$ cat config.mk
export PLATFORM = sky130hd
export DESIGN_NAME = fetch_queue_flat
export DESIGN_NICKNAME = d
export VERILOG_FILES = /design/src/rtl/fetch_queue_if.sv /design/src/rtl/fetch_queue.sv /design/src/flat_wrapper.sv
export SDC_FILE = /design/constraint.sdc
export NUM_CORES = 1
export LEC_CHECK = 0
export ABC_AREA = 1
export BUFFER_PORTS_ARGS = -buffer_cell sky130_fd_sc_hd__buf_2
export CAP_MARGIN = 0
export CORE_MARGIN = 5
export CORE_UTILIZATION = 58
export DETAILED_ROUTE_END_ITERATION = 8
export PLACE_DENSITY = 0.78
export SLEW_MARGIN = 0
export SYNTH_ARGS = -nofsm -noshare
export SYNTH_HDL_FRONTEND = slang
export SYNTH_SLANG_ARGS = --single-unit
export TNS_END_PERCENT = 50
$ cat constraint.sdc
create_clock -name i_clk -period 5.15 [get_ports i_clk]
set_input_delay 1.03 -clock i_clk [delete_from_list [all_inputs] [get_ports i_clk]]
set_output_delay 1.03 -clock i_clk [all_outputs]
set_load 0.01 [all_outputs]
$ cat src/rtl/fetch_queue_if.sv
// Fetch-queue bus bundle: instruction-memory request port and decode-side head handshake.
interface fetch_queue_if #(
  parameter int unsigned ADDR_W = 32,
  parameter int unsigned DATA_W = 32,
  parameter int unsigned DEPTH  = 4
);
  localparam int unsigned CNT_W = $clog2(DEPTH + 1);

  logic              o_imem_req;
  logic [ADDR_W-1:0] o_imem_addr;
  logic [DATA_W-1:0] i_imem_data;
  logic              i_redirect;
  logic [ADDR_W-1:0] i_redirect_pc;
  logic              o_valid;
  logic              i_ready;
  logic [DATA_W-1:0] o_data_Instr;
  logic [ADDR_W-1:0] o_addr_PC;
  logic [CNT_W-1:0]  o_count;

  // Fetch stage side
  modport master (
    output o_imem_req, o_imem_addr, o_valid, o_data_Instr, o_addr_PC, o_count,
    input  i_imem_data, i_redirect, i_redirect_pc, i_ready
  );

  // Memory / decode / branch-unit side
  modport slave (
    input  o_imem_req, o_imem_addr, o_valid, o_data_Instr, o_addr_PC, o_count,
    output i_imem_data, i_redirect, i_redirect_pc, i_ready
  );
endinterface

$ cat src/rtl/fetch_queue.sv
// Instruction-fetch stage: PC, single-cycle-latency imem request, DEPTH-entry {PC, instr} prefetch queue
// with decode backpressure and branch redirect flush.
module fetch_queue #(
  parameter int unsigned        ADDR_W   = 32,
  parameter int unsigned        DATA_W   = 32,
  parameter int unsigned        DEPTH    = 4,
  parameter logic [ADDR_W-1:0]  RESET_PC = '0,
  parameter int unsigned        PC_STEP  = 4
) (
  input  logic          i_clk,
  input  logic          i_rst,
  fetch_queue_if.master bus
);
  localparam int unsigned PTR_W = $clog2(DEPTH);
  localparam int unsigned CNT_W = $clog2(DEPTH + 1);
  localparam int unsigned OCC_W = CNT_W + 1;

  logic [ADDR_W-1:0] pc_q, pc_d;
  logic [PTR_W-1:0]  wr_ptr_q, wr_ptr_d;
  logic [PTR_W-1:0]  rd_ptr_q, rd_ptr_d;
  logic [CNT_W-1:0]  count_q, count_d;
  logic              inflight_q, inflight_d;
  logic [ADDR_W-1:0] inf_addr_q, inf_addr_d;

  logic [ADDR_W-1:0] pc_mem_q    [DEPTH];
  logic [DATA_W-1:0] instr_mem_q [DEPTH];

  logic              valid_c, pop_c, push_c, issue_c;
  logic [OCC_W-1:0]  occ_c;

  // Handshake decode; the pop credit lets a full queue keep issuing while decode drains it.
  // Request is also held low during reset so every output reads 0 while i_rst is high.
  always_comb begin
    valid_c = (count_q != '0);
    pop_c   = valid_c & bus.i_ready & ~bus.i_redirect;
    push_c  = inflight_q & ~bus.i_redirect;
    occ_c   = OCC_W'(count_q) + OCC_W'(inflight_q) - OCC_W'(pop_c);
    issue_c = ~i_rst & ~bus.i_redirect & (occ_c < OCC_W'(DEPTH));
  end

  // Next-state: redirect flushes queue and in-flight fetch and reloads the PC.
  always_comb begin
    pc_d       = pc_q;
    wr_ptr_d   = wr_ptr_q;
    rd_ptr_d   = rd_ptr_q;
    count_d    = count_q;
    inflight_d = inflight_q;
    inf_addr_d = inf_addr_q;
    if (bus.i_redirect) begin
      pc_d       = bus.i_redirect_pc;
      rd_ptr_d   = wr_ptr_q;
      count_d    = '0;
      inflight_d = 1'b0;
    end else begin
      if (push_c) wr_ptr_d = wr_ptr_q + PTR_W'(1);
      if (pop_c)  rd_ptr_d = rd_ptr_q + PTR_W'(1);
      if (push_c && !pop_c)      count_d = count_q + CNT_W'(1);
      else if (pop_c && !push_c) count_d = count_q - CNT_W'(1);
      if (issue_c) begin
        pc_d       = pc_q + ADDR_W'(PC_STEP);
        inflight_d = 1'b1;
        inf_addr_d = pc_q;
      end else begin
        inflight_d = 1'b0;
      end
    end
  end

  // Control state registers.
  always_ff @(posedge i_clk or posedge i_rst) begin
    if (i_rst) begin
      pc_q       <= RESET_PC;
      wr_ptr_q   <= '0;
      rd_ptr_q   <= '0;
      count_q    <= '0;
      inflight_q <= 1'b0;
      inf_addr_q <= '0;
    end else begin
      pc_q       <= pc_d;
      wr_ptr_q   <= wr_ptr_d;
      rd_ptr_q   <= rd_ptr_d;
      count_q    <= count_d;
      inflight_q <= inflight_d;
      inf_addr_q <= inf_addr_d;
    end
  end

  // Queue storage; contents are don't-care until count covers them, so no reset.
  always_ff @(posedge i_clk) begin
    if (push_c) begin
      pc_mem_q[wr_ptr_q]    <= inf_addr_q;
      instr_mem_q[wr_ptr_q] <= bus.i_imem_data;
    end
  end

  assign bus.o_imem_req   = issue_c;
  assign bus.o_imem_addr  = pc_q;
  assign bus.o_valid      = valid_c;
  assign bus.o_data_Instr = valid_c ? instr_mem_q[rd_ptr_q] : '0;
  assign bus.o_addr_PC    = valid_c ? pc_mem_q[rd_ptr_q] : '0;
  assign bus.o_count      = count_q;
endmodule

$ cat src/flat_wrapper.sv
// flat-port wrapper written by rule: the top's interface ports become plain ports
module fetch_queue_flat 
#(
  parameter int unsigned        ADDR_W   = 32,
  parameter int unsigned        DATA_W   = 32,
  parameter int unsigned        DEPTH    = 4,
  parameter logic [ADDR_W-1:0]  RESET_PC = '0,
  parameter int unsigned        PC_STEP  = 4
)
  (i_clk, i_rst, bus_o_imem_req, bus_o_imem_addr, bus_o_valid, bus_o_data_Instr, bus_o_addr_PC, bus_o_count, bus_i_imem_data, bus_i_redirect, bus_i_redirect_pc, bus_i_ready);
  fetch_queue_if #(.ADDR_W(ADDR_W), .DATA_W(DATA_W), .DEPTH(DEPTH)) bus_i ();
  input  logic i_clk;
  input  logic i_rst;
  output wire logic [$bits(bus_i.o_imem_req)-1:0] bus_o_imem_req;
  output wire logic [$bits(bus_i.o_imem_addr)-1:0] bus_o_imem_addr;
  output wire logic [$bits(bus_i.o_valid)-1:0] bus_o_valid;
  output wire logic [$bits(bus_i.o_data_Instr)-1:0] bus_o_data_Instr;
  output wire logic [$bits(bus_i.o_addr_PC)-1:0] bus_o_addr_PC;
  output wire logic [$bits(bus_i.o_count)-1:0] bus_o_count;
  input wire logic [$bits(bus_i.i_imem_data)-1:0] bus_i_imem_data;
  input wire logic [$bits(bus_i.i_redirect)-1:0] bus_i_redirect;
  input wire logic [$bits(bus_i.i_redirect_pc)-1:0] bus_i_redirect_pc;
  input wire logic [$bits(bus_i.i_ready)-1:0] bus_i_ready;
  assign bus_o_imem_req = bus_i.o_imem_req;
  assign bus_o_imem_addr = bus_i.o_imem_addr;
  assign bus_o_valid = bus_i.o_valid;
  assign bus_o_data_Instr = bus_i.o_data_Instr;
  assign bus_o_addr_PC = bus_i.o_addr_PC;
  assign bus_o_count = bus_i.o_count;
  assign bus_i.i_imem_data = bus_i_imem_data;
  assign bus_i.i_redirect = bus_i_redirect;
  assign bus_i.i_redirect_pc = bus_i_redirect_pc;
  assign bus_i.i_ready = bus_i_ready;
  fetch_queue #(.ADDR_W(ADDR_W), .DATA_W(DATA_W), .DEPTH(DEPTH), .RESET_PC(RESET_PC), .PC_STEP(PC_STEP)) u_core (.i_clk(i_clk), .i_rst(i_rst), .bus(bus_i));
endmodule
==> implementation parameters, run 1 <==
Parameter                              Value

Clock network
  Post-CTS Setup Repair Bufs ... 0
  Inserted Clock Buffers ... 34
  TritonCTS Sinks ... approximately 330
  CTS root buffer ... sky130_fd_sc_hd__clkbuf_16
  Quantity of gates resized following cts ... 0
  TritonCTS clock tree ... done
  Clock-pin slew reported for the worst setup and hold paths after clock tree synthesis ... about 0.060 ns
  Clock Tree Buf Depth ... 3
  Clock latency reported for the late side of the worst-skew pair ... 0.50 ns
  # H-tree levels ... 2
  Post-cts hold buffer count ... 0

Hold path
  Number of cells on the worst hold path ... 0
  Hold WC Path Type ... reg2reg
  Startpoint of the most critical hold path ... u_core.inf_addr_q[15]
  Endpoint of the worst hold path ... u_core.pc_mem_q[0][15]

Drt
  Count of antenna-violating nets left after detailed routing ... 0
  Post-route DRC violation count ... 0
  Count of TritonRoute iterations in the first routing pass ... 8
  WL per Instance ... 17.3 microns
  Total routed wirelength ... 32,000 microns
  Vias ... between 10k and 15k
  Number of design-rule violations left by the first detailed-router iteration ... 883
  Routed via count divided by cell count ... approximately 5.5

Yosys
  Post-synthesis instance total ... 1,350
  Ys Warns ... 0
  Dominant combinational cell family by area after synthesis ... simple AND/OR/NAND/NOR gates
  Synth Area in XOR/XNOR ... 0.496%
  Number of unique standard cell types used by synthesis ... 35
  Syn Area/Cell ... 10.5 sq um
  Number of enable flip-flop cells after synthesis ... 256
  Simple-Gate Fraction of Synth Area ... between 10% and 20%
  Syn_nets ... ~1.4k
  Sequential cell area fraction in the yosys report ... around two thirds
  Most frequently used flop master after synthesis ... sky130_fd_sc_hd__edfxtp_1
  Area share of fa/ha/maj cells after synthesis ... less than 1%
  Mux contribution to synthesized area ... 0%
  Mapped Area ... ~14,000 sq um
  Post-synthesis sequential element count ... between 300 and 400
  Asr flop ratio synth ... between 20% and 30%
  Compound-cell area share of the yosys netlist ... slightly below 9%

Outcome
  Run status ... complete, no violations

STA
  Final slew viol count ... 0
  Number of hold-slack violations in the final timing report ... 0
  Max Freq ... between 0.2 and 0.3 GHz
  Worst slew margin relative to its limit ... ~34%
  RSZ-0062 raised after global routing ... false
  Slew at the pin closest to its max-slew limit ... roughly 0.99 ns
  Setup total negative slack ... 0 ns
  Count of final setup violators ... 0
  Final period utilization ... approximately three quarters
  Post-layout min period ... 3.96 ns
  Worst clock skew ... 0.0108 ns

Global route
  Gr usage total ... a little under a quarter
  Overflow left after global routing ... 0
  Wire length of the first global-routing pass ... roughly 52,000 microns
  Antenna violations before repair ... 0
  Vias in the first global route ... ~10k
  Largest net degree at the start of global routing ... between 80 and 90

Critical path
  Endpoint required time on the critical path ... 4.12 ns
  Depth of the most critical reg-to-reg path ... 17
  Startpoint type of the worst setup path ... flip-flop
  CP Class ... reg2out
  Reg2reg start ... u_core.bus.o_count[2]
  CP Capture Type ... output pin
  Maximum fanout encountered on the critical timing path ... 86
  Reg2reg setup slack ... approximately 2.5 ns
  Capture instance of the worst register-to-register path ... u_core.bus.o_imem_addr[15]
  Worst Path Arrival ... about 2.9 ns

Place
  Dpl hpwl ... between 15,000 and 20,000 microns
  IO buf count ... ~170
  DP Area ... between 15,000 and 20,000 sq um
  Last weighted congestion value of the routability-driven placer ... ~0.92

Final layout
  Net count of the finished layout ... 1,580
  Layout cell share with drive strength beyond 1 ... ~18%
  Antenna diodes ... 0
  Post-synthesis to final-layout area growth ... 14.9%
  Final cell area excluding filler cells ... around 16,000 sq um

Floorplanning
  Chip height ... 166 microns
  Overall die width ... about 170 microns
  I/O pin total ... 169
  Core region area ... approximately 24,000 sq um
  Die area ... around 28,000 sq um
  Starting density of the core ... approximately three fifths
  Std-Cell Rows ... 57

Power and ir drop
  Power density of the placed cells ... ~550 nW/um^2
  Peak ir drop on the vdd network ... roughly 0.5 mV
  Cell leakage power ... roughly 6.5 nW

Flow run
  Total of max-cap violations ... 0
==> logic make-up after synthesis <==
family	Yosys count
and+or+nand+nor	640
DFF	328
AOI/OAI and AO/OA	239
buffers and inverters	126
adders and majority gates	9
xor gates and xnor gates	8
==> layout by cell type, fill, tap and decap left out, drive strengths merged, types with 2 or more instances in the layout <==
cell    instances
nor2          311
nand2         257
edfxtp        256
buf           183
o21ai         163
dfrtp          72
nand3          69
a21oi          67
inv            60
clkbuf         43
clkinv         14
ha              8
a21boi          6
xor2            5
xnor2           3
nand3b          2
bufinv          2
==> power by group <==
| group | switching [mW] | leakage (nW) | internal [mW] |
|---|---|---|---|
| logic | 2.02 | 2.76 | 0.995 |
| registers | 0.390 | 3.22 | 3.28 |
| clock network | 0.942 | 0.513 | 1.35 |
==> layout make-up <==
cell class              count  area, sq um
multi-input cells         896         4110
fillers                  1779         7940
clock buffers              43          906
flip-flops and latches    328         9490
well taps                 324          405
inverters                  60          225
repair buffers            183          953
clock inverters            17          139
==> state kept, by name (all words and copies together) (netlist names) <==
| signal | count |
|---|---|
| u_core.wr_ptr_q | 2 |
| u_core.bus.o_imem_addr | 32 |
| u_core.inflight_q | 1 |
| u_core.rd_ptr_q | 2 |
| u_core.pc_mem_q | 128 |
| u_core.bus.o_count | 3 |
| u_core.inf_addr_q | 32 |
| u_core.instr_mem_q | 128 |
==> synthesized netlist by cell type, types with 2 or more instances <==
library cell | count | area (sq um)
sky130_fd_sc_hd__nor2_1 | 297 | 1110
sky130_fd_sc_hd__edfxtp_1 | 256 | 7690
sky130_fd_sc_hd__nand2_1 | 245 | 920
sky130_fd_sc_hd__o21ai_0 | 140 | 701
sky130_fd_sc_hd__dfrtp_1 | 72 | 1800
sky130_fd_sc_hd__a21oi_1 | 66 | 330
sky130_fd_sc_hd__nand3_1 | 65 | 325
sky130_fd_sc_hd__inv_1 | 51 | 191
sky130_fd_sc_hd__o21ai_1 | 23 | 115
sky130_fd_sc_hd__buf_2 | 19 | 95.1
sky130_fd_sc_hd__clkbuf_1 | 19 | 71.3
sky130_fd_sc_hd__buf_1 | 16 | 60.1
sky130_fd_sc_hd__nor2_4 | 9 | 101
sky130_fd_sc_hd__ha_1 | 8 | 100
sky130_fd_sc_hd__inv_2 | 8 | 30.0
sky130_fd_sc_hd__nand2_2 | 8 | 50.1
sky130_fd_sc_hd__buf_4 | 6 | 45.0
sky130_fd_sc_hd__buf_6 | 6 | 67.6
sky130_fd_sc_hd__a21boi_0 | 5 | 37.5
sky130_fd_sc_hd__xor2_1 | 5 | 43.8
sky130_fd_sc_hd__nand3_2 | 4 | 40.0
sky130_fd_sc_hd__nor2_2 | 4 | 25.0
sky130_fd_sc_hd__nand2_4 | 3 | 33.8
sky130_fd_sc_hd__xnor2_1 | 3 | 26.3
sky130_fd_sc_hd__nand3b_1 | 2 | 15.0
==> per-layer routing <==
metal	track usage (%)	wire [microns]
met1	32.4	13900
met2	36.8	15100
met3	4.09	2290
met4	7.68	750
met5	0	0
==> worst max path at each step <==
| stage | start | end | slack [ns] | cells after the start |
|---|---|---|---|---|
| after global routing | u_core.rd_ptr_q[0] | bus_o_addr_PC[12] | 0.96 | 6 |
| after floorplan | bus_i_redirect | u_core.instr_mem_q[0][0] | 0.57 | 4 |
| after CTS | u_core.rd_ptr_q[0] | bus_o_addr_PC[30] | 1.20 | 5 |
| after global placement | bus_i_redirect | bus_o_imem_req | 1.32 | 16 |
| final | u_core.rd_ptr_q[0] | bus_o_addr_PC[30] | 1.19 | 6 |
| after detailed placement | bus_i_redirect | bus_o_imem_req | 1.27 | 16 |
==> through the flow <==
step                      hold WS (ns)  total power, mW  setup WS, ns  instances  util (%)
after global routing             0.533             9.53         0.964       1851      67.2
after CTS                        0.512             9.03          1.20       1851      67.2
final                            0.517             8.98          1.19       1851      67.2
after detailed placement         0.500             6.72          1.27       1791      62.8
after floorplan                  0.476             5.60         0.571       1350         -
after global placement           0.493             6.63          1.32       1791      62.8
==> critical path, stage by stage, from the launching register on <==
cell and delay [ns]:
sky130_fd_sc_hd__dfrtp_4 0.74, sky130_fd_sc_hd__buf_4 0.80, sky130_fd_sc_hd__nor2_1 0.12, sky130_fd_sc_hd__nor2_1 0.11
sky130_fd_sc_hd__o21ai_0 0.09, sky130_fd_sc_hd__a21oi_1 0.30, sky130_fd_sc_hd__buf_2 0.20
Note: power is estimated with default switching activity, not from simulation.
==> run 2: changes to the inputs <==
--- a/config.mk
+++ b/config.mk
@@ -9,9 +9,9 @@
 export BUFFER_PORTS_ARGS = -buffer_cell sky130_fd_sc_hd__buf_2
 export CAP_MARGIN = 0
 export CORE_MARGIN = 5
-export CORE_UTILIZATION = 58
+export CORE_UTILIZATION = 53
 export DETAILED_ROUTE_END_ITERATION = 8
-export PLACE_DENSITY = 0.78
+export PLACE_DENSITY = 0.76
 export SLEW_MARGIN = 0
 export SYNTH_ARGS = -nofsm -noshare
 export SYNTH_HDL_FRONTEND = slang
==> constraint.sdc (replaced) <==
create_clock -name i_clk -period 3.2 [get_ports i_clk]
set_input_delay 0.64 -clock i_clk [delete_from_list [all_inputs] [get_ports i_clk]]
set_output_delay 0.64 -clock i_clk [all_outputs]
set_load 0.01 [all_outputs]
==> run 2 against run 1 <==
Against the previous run: setup slack worse by 1.0 ns; sequential power up 60%; clock skew down 0.0046 ns; cell count grew 1.2%; clock-buffer cell count up 2; global-route usage decreased by 1.6 points; clock power is 65% higher; total power increased by 64%; worst hold slack worse by 0.26 ns.
==> implementation parameters, run 2 (synthesis results as in run 1) <==
Parameter                              Value

STA
  RSZ-0062 raised after global routing ... true
  Setup total negative slack ... 0 ns (unchanged)
  Worst clock skew ... 0.00625 ns (-0.00458 ns)
  Max Freq ... around 0.33 GHz
  Final slew viol count ... 0 (unchanged)
  Final period utilization ... approximately 94%
  Post-layout min period ... roughly 3.0 ns
  Slew at the pin closest to its max-slew limit ... 0.679 ns (-0.310 ns)
  Worst slew margin relative to its limit ... 54.6% (+21 points)
  Worst hold-check slack ... 0.252 ns (-0.265 ns)
  Number of hold-slack violations in the final timing report ... 0 (unchanged)
  Count of final setup violators ... 0 (unchanged)

Final layout
  Top library cells by usage in the layout, fill and taps aside ... sky130_fd_sc_hd__nor2_1, sky130_fd_sc_hd__edfxtp_1, sky130_fd_sc_hd__nand2_1
  Biggest registers after layout ... u_core.instr_mem_q (128), u_core.pc_mem_q (128)
  FF/Latch Area ... 9490 sq um (unchanged)
  Antenna diodes ... 0 (unchanged)
  Most common cell after layout, fill and taps aside ... sky130_fd_sc_hd__nor2_1
  Final cell area excluding filler cells ... 16,500 sq um (+1.6%)
  Layout cell share with drive strength beyond 1 ... 19.1% (+0.91 points)
  Filler cell count ... 2,050 (+15%)
  Post-synthesis to final-layout area growth ... 16.7%
  Net count of the finished layout ... 1,593 (+0.82%)
  Area of the multi-input gates ... 4130 sq um (+0.30%)
  End-of-flow core utilization ... 63.1% (-4.0 points)

Clock network
  CTS root buffer ... sky130_fd_sc_hd__clkbuf_16
  TritonCTS Sinks ... 328 (unchanged)
  TritonCTS clock tree ... done
  Clock-pin slew reported for the worst setup and hold paths after clock tree synthesis ... 0.06 ns (about the same)
  # H-tree levels ... 2 (unchanged)
  Inserted Clock Buffers ... 35 (+2.9%)
  Clock latency reported for the late side of the worst-skew pair ... 0.50 ns (about the same)
  Post-cts hold buffer count ... 0 (unchanged)
  Clock Tree Buf Depth ... 3 (unchanged)

Flow run
  Total of max-cap violations ... 0 (unchanged)

Global route
  Vias in the first global route ... 10.0k (-1.0%)
  Antenna violations before repair ... 0 (unchanged)
  Wire length of the first global-routing pass ... 52,600 microns (+1.7%)
  Gr usage total ... 21.4% (-1.6 points)
  Largest net degree at the start of global routing ... 81 (-6.9%)
  Overflow left after global routing ... 0 (unchanged)

Power and ir drop
  Clock network fraction of total power ... 25.6% (about the same)
  Share of total power in combinational logic ... 34.5% (+0.9 points)
  Switch share ... 36.9% (-0.37 points)
  Peak ir drop on the vdd network ... 0.651 mV (+31%)
  Net Switching ... 5.45 mW (+63%)
  Power consumption ... 14.7 mW (+64%)
  Cell leakage power ... 6.59 nW (+1.5%)
  Internal power ... 9.30 mW (+65%)
  Power density of the placed cells ... 894 nW/um^2 (+62%)
  Relative contribution of sequential cells to total power ... 40.0% (-0.9 points)

Floorplanning
  Starting density of the core ... 54.1% (-4.4 points)
  Die area ... 30,000 sq um (+8.8%)
  I/O pin total ... 169 (unchanged)
  Overall die width ... 173 microns (+4.3%)
  Chip height ... 173 microns (+4.3%)
  Core region area ... 26,100 sq um (+8.1%)
  Std-Cell Rows ... 59 (+3.5%)

Drt
  Total routed wirelength ... 32,800 microns (+2.3%)
  Number of design-rule violations left by the first detailed-router iteration ... 819 (-7.2%)
  Top Metal Used ... met4
  Count of antenna-violating nets left after detailed routing ... 0 (unchanged)
  WL per Instance ... 17.5 microns (+1.1%)
  Routed via count divided by cell count ... 5.42 (-1.5%)
  Post-route DRC violation count ... 0 (unchanged)
  M1 WL ... 14,500 microns (+4.1%)
  Sum of met3 wire segment lengths after detailed routing ... 2250 microns (-1.9%)
  Routed length on met2 ... 15,400 microns (+2.1%)
  Count of TritonRoute iterations in the first routing pass ... 5 (-3)
  Vias ... 10.1k (-0.37%)

Place
  Last weighted congestion value of the routability-driven placer ... 0.920 (+0.38%)
  DP Area ... 15,400 sq um (+1.3%)
  IO buf count ... 168 (unchanged)
  Dpl hpwl ... 20,000 microns (+3.8%)

Hold path
  Hold WC Path Type ... in2async

Critical path
  Cell Chain, Critical Path ... inv_2 > nand3_4 > nand3_1 > inv_2 > ha_1 > inv_1 > ha_1 > nand2_1 > inv_1 > nand2_1 > nand2_1 > nand2_2 > nand2_4 > nor2_2 > buf_2
  Endpoint required time on the critical path ... 2.56 ns (-1.56 ns)
  Maximum fanout encountered on the critical timing path ... 5 (-94%)
  Critical path's most frequent cell ... sky130_fd_sc_hd__nand2_1
  Largest stage delay on the critical path ... 0.43 ns (-0.37 ns)
  Standard cell with the maximum stage delay on the critical path ... sky130_fd_sc_hd__dfrtp_1
  Startpoint type of the worst setup path ... flip-flop
  Worst Path Arrival ... 2.37 ns (-0.56 ns)
  CP Capture Type ... output pin
  CP Class ... reg2out

Outcome
  Run status ... complete, no violations
run 2: cell types whose count changed in the layout (fill, tap and decap cells not counted), moves of 2 or more:
cell,delta
sky130_fd_sc_hd__inv_1,-4
sky130_fd_sc_hd__inv_2,+3
sky130_fd_sc_hd__buf_12,+9
sky130_fd_sc_hd__buf_4,+2
sky130_fd_sc_hd__clkbuf_16,+2
run 2: power by group through the flow:
stage               logic [mW]  clock network (mW)  registers (mW)
floorplan                 3.24                   0            5.78
global placement          4.97                   0            5.91
detailed placement        5.05                   0            5.95
CTS                       5.11                3.82            5.88
global route              5.68                4.03            5.96
finish                    5.08                3.77            5.89
run 2: timing repair:
| item | in CTS | in global routing |
|---|---|---|
| gates resized for setup | 0 | 8 |
| setup buffers | 0 | 2 |
| endpoints found under the setup margin | 0 | 2 |
run 2: final timing paths:
kind | startpoint | to | slack [ns] | cells past startpoint
setup / recovery | u_core.bus.o_count[2] | bus_o_imem_req | 0.19 | 15
hold / removal | i_rst | u_core.bus.o_count[2] | 0.25 | 2
setup reg to reg | u_core.bus.o_count[2] | u_core.inf_addr_q[1] | 0.66 | 17
hold reg to reg | u_core.inf_addr_q[11] | u_core.pc_mem_q[3][11] | 0.52 | 0
max in group asynchronous | i_rst | u_core.inf_addr_q[18] | 2.15 | 3
min in group i_clk | bus_i_redirect_pc[0] | u_core.bus.o_imem_addr[0] | 0.35 | 3
run 2: per-stage QoR:
step / setup slack (ns) / std cells
4_1_cts: 0.0591 / 1871
6_report: 0.186 / 1873
5_1_grt: -0.0482 / 1873
2_1_floorplan: -0.989 / 1350
3_3_place_gp: 0.460 / 1812
3_5_place_dp: 0.472 / 1812
run 2: area by class of cell:
cell class	count	share of cell area, %
sequential	328	57.6
clock buffer	45	5.79
clock inverter	14	0.698
timing repair buffer	195	7.03
tap	335	2.54
inverter	60	1.37
multi-input combinational	896	25.0
run 2: critical path, delay by kind of cell, from the launching register on:
kind | cells | cell delay, ns
adders and majority gates | 2 | 0.40
DFF | 1 | 0.43
and+or+nand+nor | 8 | 0.66
buffers and inverters | 5 | 0.38
run 2: layer usage:
layer / vias up / global-route usage [%]
met3: 48 / 3.97
li1: 4905 / -
met2: 370 / 34.9
met4: 0 / 5.79
met1: 4825 / 29.9
met5: - / 0
==> run 3: changes to the inputs <==
--- a/config.mk
+++ b/config.mk
@@ -12,6 +12,7 @@
 export CORE_UTILIZATION = 53
 export DETAILED_ROUTE_END_ITERATION = 8
 export PLACE_DENSITY = 0.76
+export REMOVE_ABC_BUFFERS = 1
 export SLEW_MARGIN = 0
 export SYNTH_ARGS = -nofsm -noshare
 export SYNTH_HDL_FRONTEND = slang
==> run 3 against run 2 <==
Against the previous run: total power rose by 1.4%; fmax fell by 2.4%; die area did not move; clock-buffer cell count rose by 3; largest cell class unchanged; via count rose by 1.4%; wire length rose by 2.9%; critical endpoint unchanged; critical path depth did not move; critical path type unchanged; sequential power barely moved; clock power rose by 4%.
==> implementation parameters, run 3 (synthesis results as in run 1) <==
Parameter                              Value

Clock network
  Clock latency reported for the late side of the worst-skew pair ... 0.51 ns (about the same)
  Inserted Clock Buffers ... 34 (-2.9%)
  Post-cts hold buffer count ... 0 (unchanged)
  Clock Tree Buf Depth ... 3 (unchanged)
  Clock-pin slew reported for the worst setup and hold paths after clock tree synthesis ... 0.06 ns (about the same)
  # H-tree levels ... 2 (unchanged)
  TritonCTS Sinks ... 328 (unchanged)
  CTS root buffer ... sky130_fd_sc_hd__clkbuf_16
  TritonCTS clock tree ... done

Drt
  Total routed wirelength ... 33,700 microns (+2.9%)
  Count of TritonRoute iterations in the first routing pass ... 5 (unchanged)
  WL per Instance ... 17.9 microns (+2.4%)
  Post-route DRC violation count ... 0 (unchanged)
  Vias ... 10.3k (+1.4%)
  Routed via count divided by cell count ... 5.47 (+0.88%)
  Number of design-rule violations left by the first detailed-router iteration ... 812 (-0.85%)
  Count of antenna-violating nets left after detailed routing ... 0 (unchanged)

Critical path
  Reg2reg setup slack ... 0.65 ns (about the same)
  CP Class ... reg2out
  Depth of the most critical reg-to-reg path ... 18 (+1)
  Capture instance of the worst register-to-register path ... u_core.inf_addr_q[2]
  Endpoint required time on the critical path ... 2.56 ns (about the same)
  Startpoint type of the worst setup path ... flip-flop
  CP Launch Point ... u_core.bus.o_count[2]
  Reg2reg start ... u_core.bus.o_count[2]
  Maximum fanout encountered on the critical timing path ... 5 (unchanged)
  Worst Path Arrival ... 2.45 ns (+0.08 ns)
  Capturing element of the worst setup path ... bus_o_imem_req
  CP Capture Type ... output pin

Place
  Last weighted congestion value of the routability-driven placer ... 0.905 (-1.7%)
  DP Area ... 15,400 sq um (+0.31%)
  IO buf count ... 168 (unchanged)
  Dpl hpwl ... 21,100 microns (+5.6%)
  Cell count after placement ... 1,815 (+0.17%)

Global route
  Met1 global-route usage ... 29.8% (-0.050 points)
  Met3 routing resource usage after global routing ... 4.01% (+0.044 points)
  GR met2 Demand/Resource ... 36.3% (+1.4 points)
  Gr usage total ... 21.8% (+0.45 points)
  Layer with the highest usage after global routing ... met2
  Antenna violations before repair ... 0 (unchanged)
  Wire length of the first global-routing pass ... 53,100 microns (+0.95%)
  Vias in the first global route ... 9,956 (-0.61%)
  Overflow left after global routing ... 0 (unchanged)
  Largest net degree at the start of global routing ... 90 (+11%)

Hold path
  Hold WC Path Type ... in2async

Floorplanning
  Core region area ... 26,100 sq um (unchanged)
  Die area ... 30,000 sq um (unchanged)
  Std-Cell Rows ... 59 (unchanged)
  Starting density of the core ... 54.1% (unchanged)
  Overall die width ... 173 microns (unchanged)
  Chip height ... 173 microns (unchanged)
  I/O pin total ... 169 (unchanged)

Final layout
  Layout cell share with drive strength beyond 1 ... 20.0% (+0.99 points)
  Final cell area excluding filler cells ... 16,700 sq um (+0.93%)
  Biggest registers after layout ... u_core.instr_mem_q (128), u_core.pc_mem_q (128)
  Post-synthesis to final-layout area growth ... 17.8%
  Top library cells by usage in the layout, fill and taps aside ... sky130_fd_sc_hd__nor2_1, sky130_fd_sc_hd__edfxtp_1, sky130_fd_sc_hd__nand2_1
  Antenna diodes ... 0 (unchanged)
  End-of-flow core utilization ... 63.7% (+0.59 points)
  Net count of the finished layout ... 1,598 (+0.31%)
  Most common cell after layout, fill and taps aside ... sky130_fd_sc_hd__nor2_1
  Number of non-filler instances in the completed layout ... 1,882 (+0.48%)

STA
  Worst hold-check slack ... 0.193 ns (-0.0593 ns)
  Count of final setup violators ... 0 (unchanged)
  Post-layout min period ... 3.09 ns (+0.0752 ns)
  Max Freq ... 0.324 GHz (-2.4%)
  Worst clock skew ... 0.0141 ns (+0.00782 ns)
  Number of hold-slack violations in the final timing report ... 0 (unchanged)
  Final slew viol count ... 0 (unchanged)
  Worst slew margin relative to its limit ... 63.4% (+8.7 points)
  Final period utilization ... 96.5% (+2.3 points)
  Slew at the pin closest to its max-slew limit ... 0.549 ns (-0.131 ns)

Power and ir drop
  Power consumption ... 15.0 mW (+1.4%)
  Power density of the placed cells ... 898 nW/um^2 (+0.50%)
  Cell leakage power ... 6.67 nW (+1.2%)
  Peak ir drop on the vdd network ... 0.680 mV (+4.4%)

Flow run
  Total of max-cap violations ... 0 (unchanged)

Outcome
  Run status ... complete, no violations
## run 3: timing repair
item | CTS | global route
buffers inserted | 0 | 5
resized for setup | 2 | 8
setup endpoints to repair | 1 | 1
## run 3: critical path, cell delays in order, from the launching register on
cell                      delay [ns]
sky130_fd_sc_hd__dfrtp_2        0.45
sky130_fd_sc_hd__inv_4          0.09
sky130_fd_sc_hd__nand3_4        0.11
sky130_fd_sc_hd__nand3_1        0.09
sky130_fd_sc_hd__inv_1          0.07
sky130_fd_sc_hd__ha_1           0.18
sky130_fd_sc_hd__inv_1          0.05
sky130_fd_sc_hd__ha_1           0.23
sky130_fd_sc_hd__nand2_1        0.07
sky130_fd_sc_hd__inv_1          0.04
sky130_fd_sc_hd__nand2_1        0.07
sky130_fd_sc_hd__nand2_1        0.07
sky130_fd_sc_hd__nand2_2        0.09
sky130_fd_sc_hd__nand2_4        0.08
sky130_fd_sc_hd__nor2_2         0.11
sky130_fd_sc_hd__buf_2          0.13
## run 3: layer usage
metal | up-vias | share of wire, %
li1 | 4923 | -
met1 | 4943 | 43
met2 | 356 | 49
met3 | 65 | 6.4
met4 | 0 | 2.2
met5 | - | 0
## run 3: per-stage QoR
step / worst slack (ns) / setup TNS, ns
after floorplan: -1.41 / -313.04
after global placement: 0.449 / 0
after detailed placement: 0.433 / 0
after CTS: 0.00326 / 0
after global routing: -0.0515 / -0.0515
final: 0.111 / 0
## run 3: worst min-delay path by stage
stage,endpoint,slack [ns],cells after the start
after global routing,u_core.bus.o_count[1],0.23,2
after CTS,u_core.bus.o_count[1],0.20,2
after floorplan,u_core.pc_mem_q[0][0],0.48,0
final,u_core.bus.o_count[1],0.19,2
after global placement,u_core.bus.o_imem_addr[0],0.50,2
after detailed placement,u_core.pc_mem_q[3][28],0.50,0
## run 3: where the power goes
group / internal (mW) / total, mW / switching, mW
Combinational: 1.76 / 5.16 / 3.39
Clock: 2.36 / 3.93 / 1.57
Sequential: 5.28 / 5.87 / 0.584
Total: 9.41 / 15.0 / 5.55
## run 3: area by class of cell
type / instances / area (sq um)
Sequential cell: 328 / 9500
Fill cell: 2035 / 9480
Multi-Input combinational cell: 896 / 4140
Clock buffer: 48 / 1050
Timing Repair Buffer: 201 / 1230
Tap cell: 335 / 419
Clock inverter: 14 / 97.6
Inverter: 60 / 229
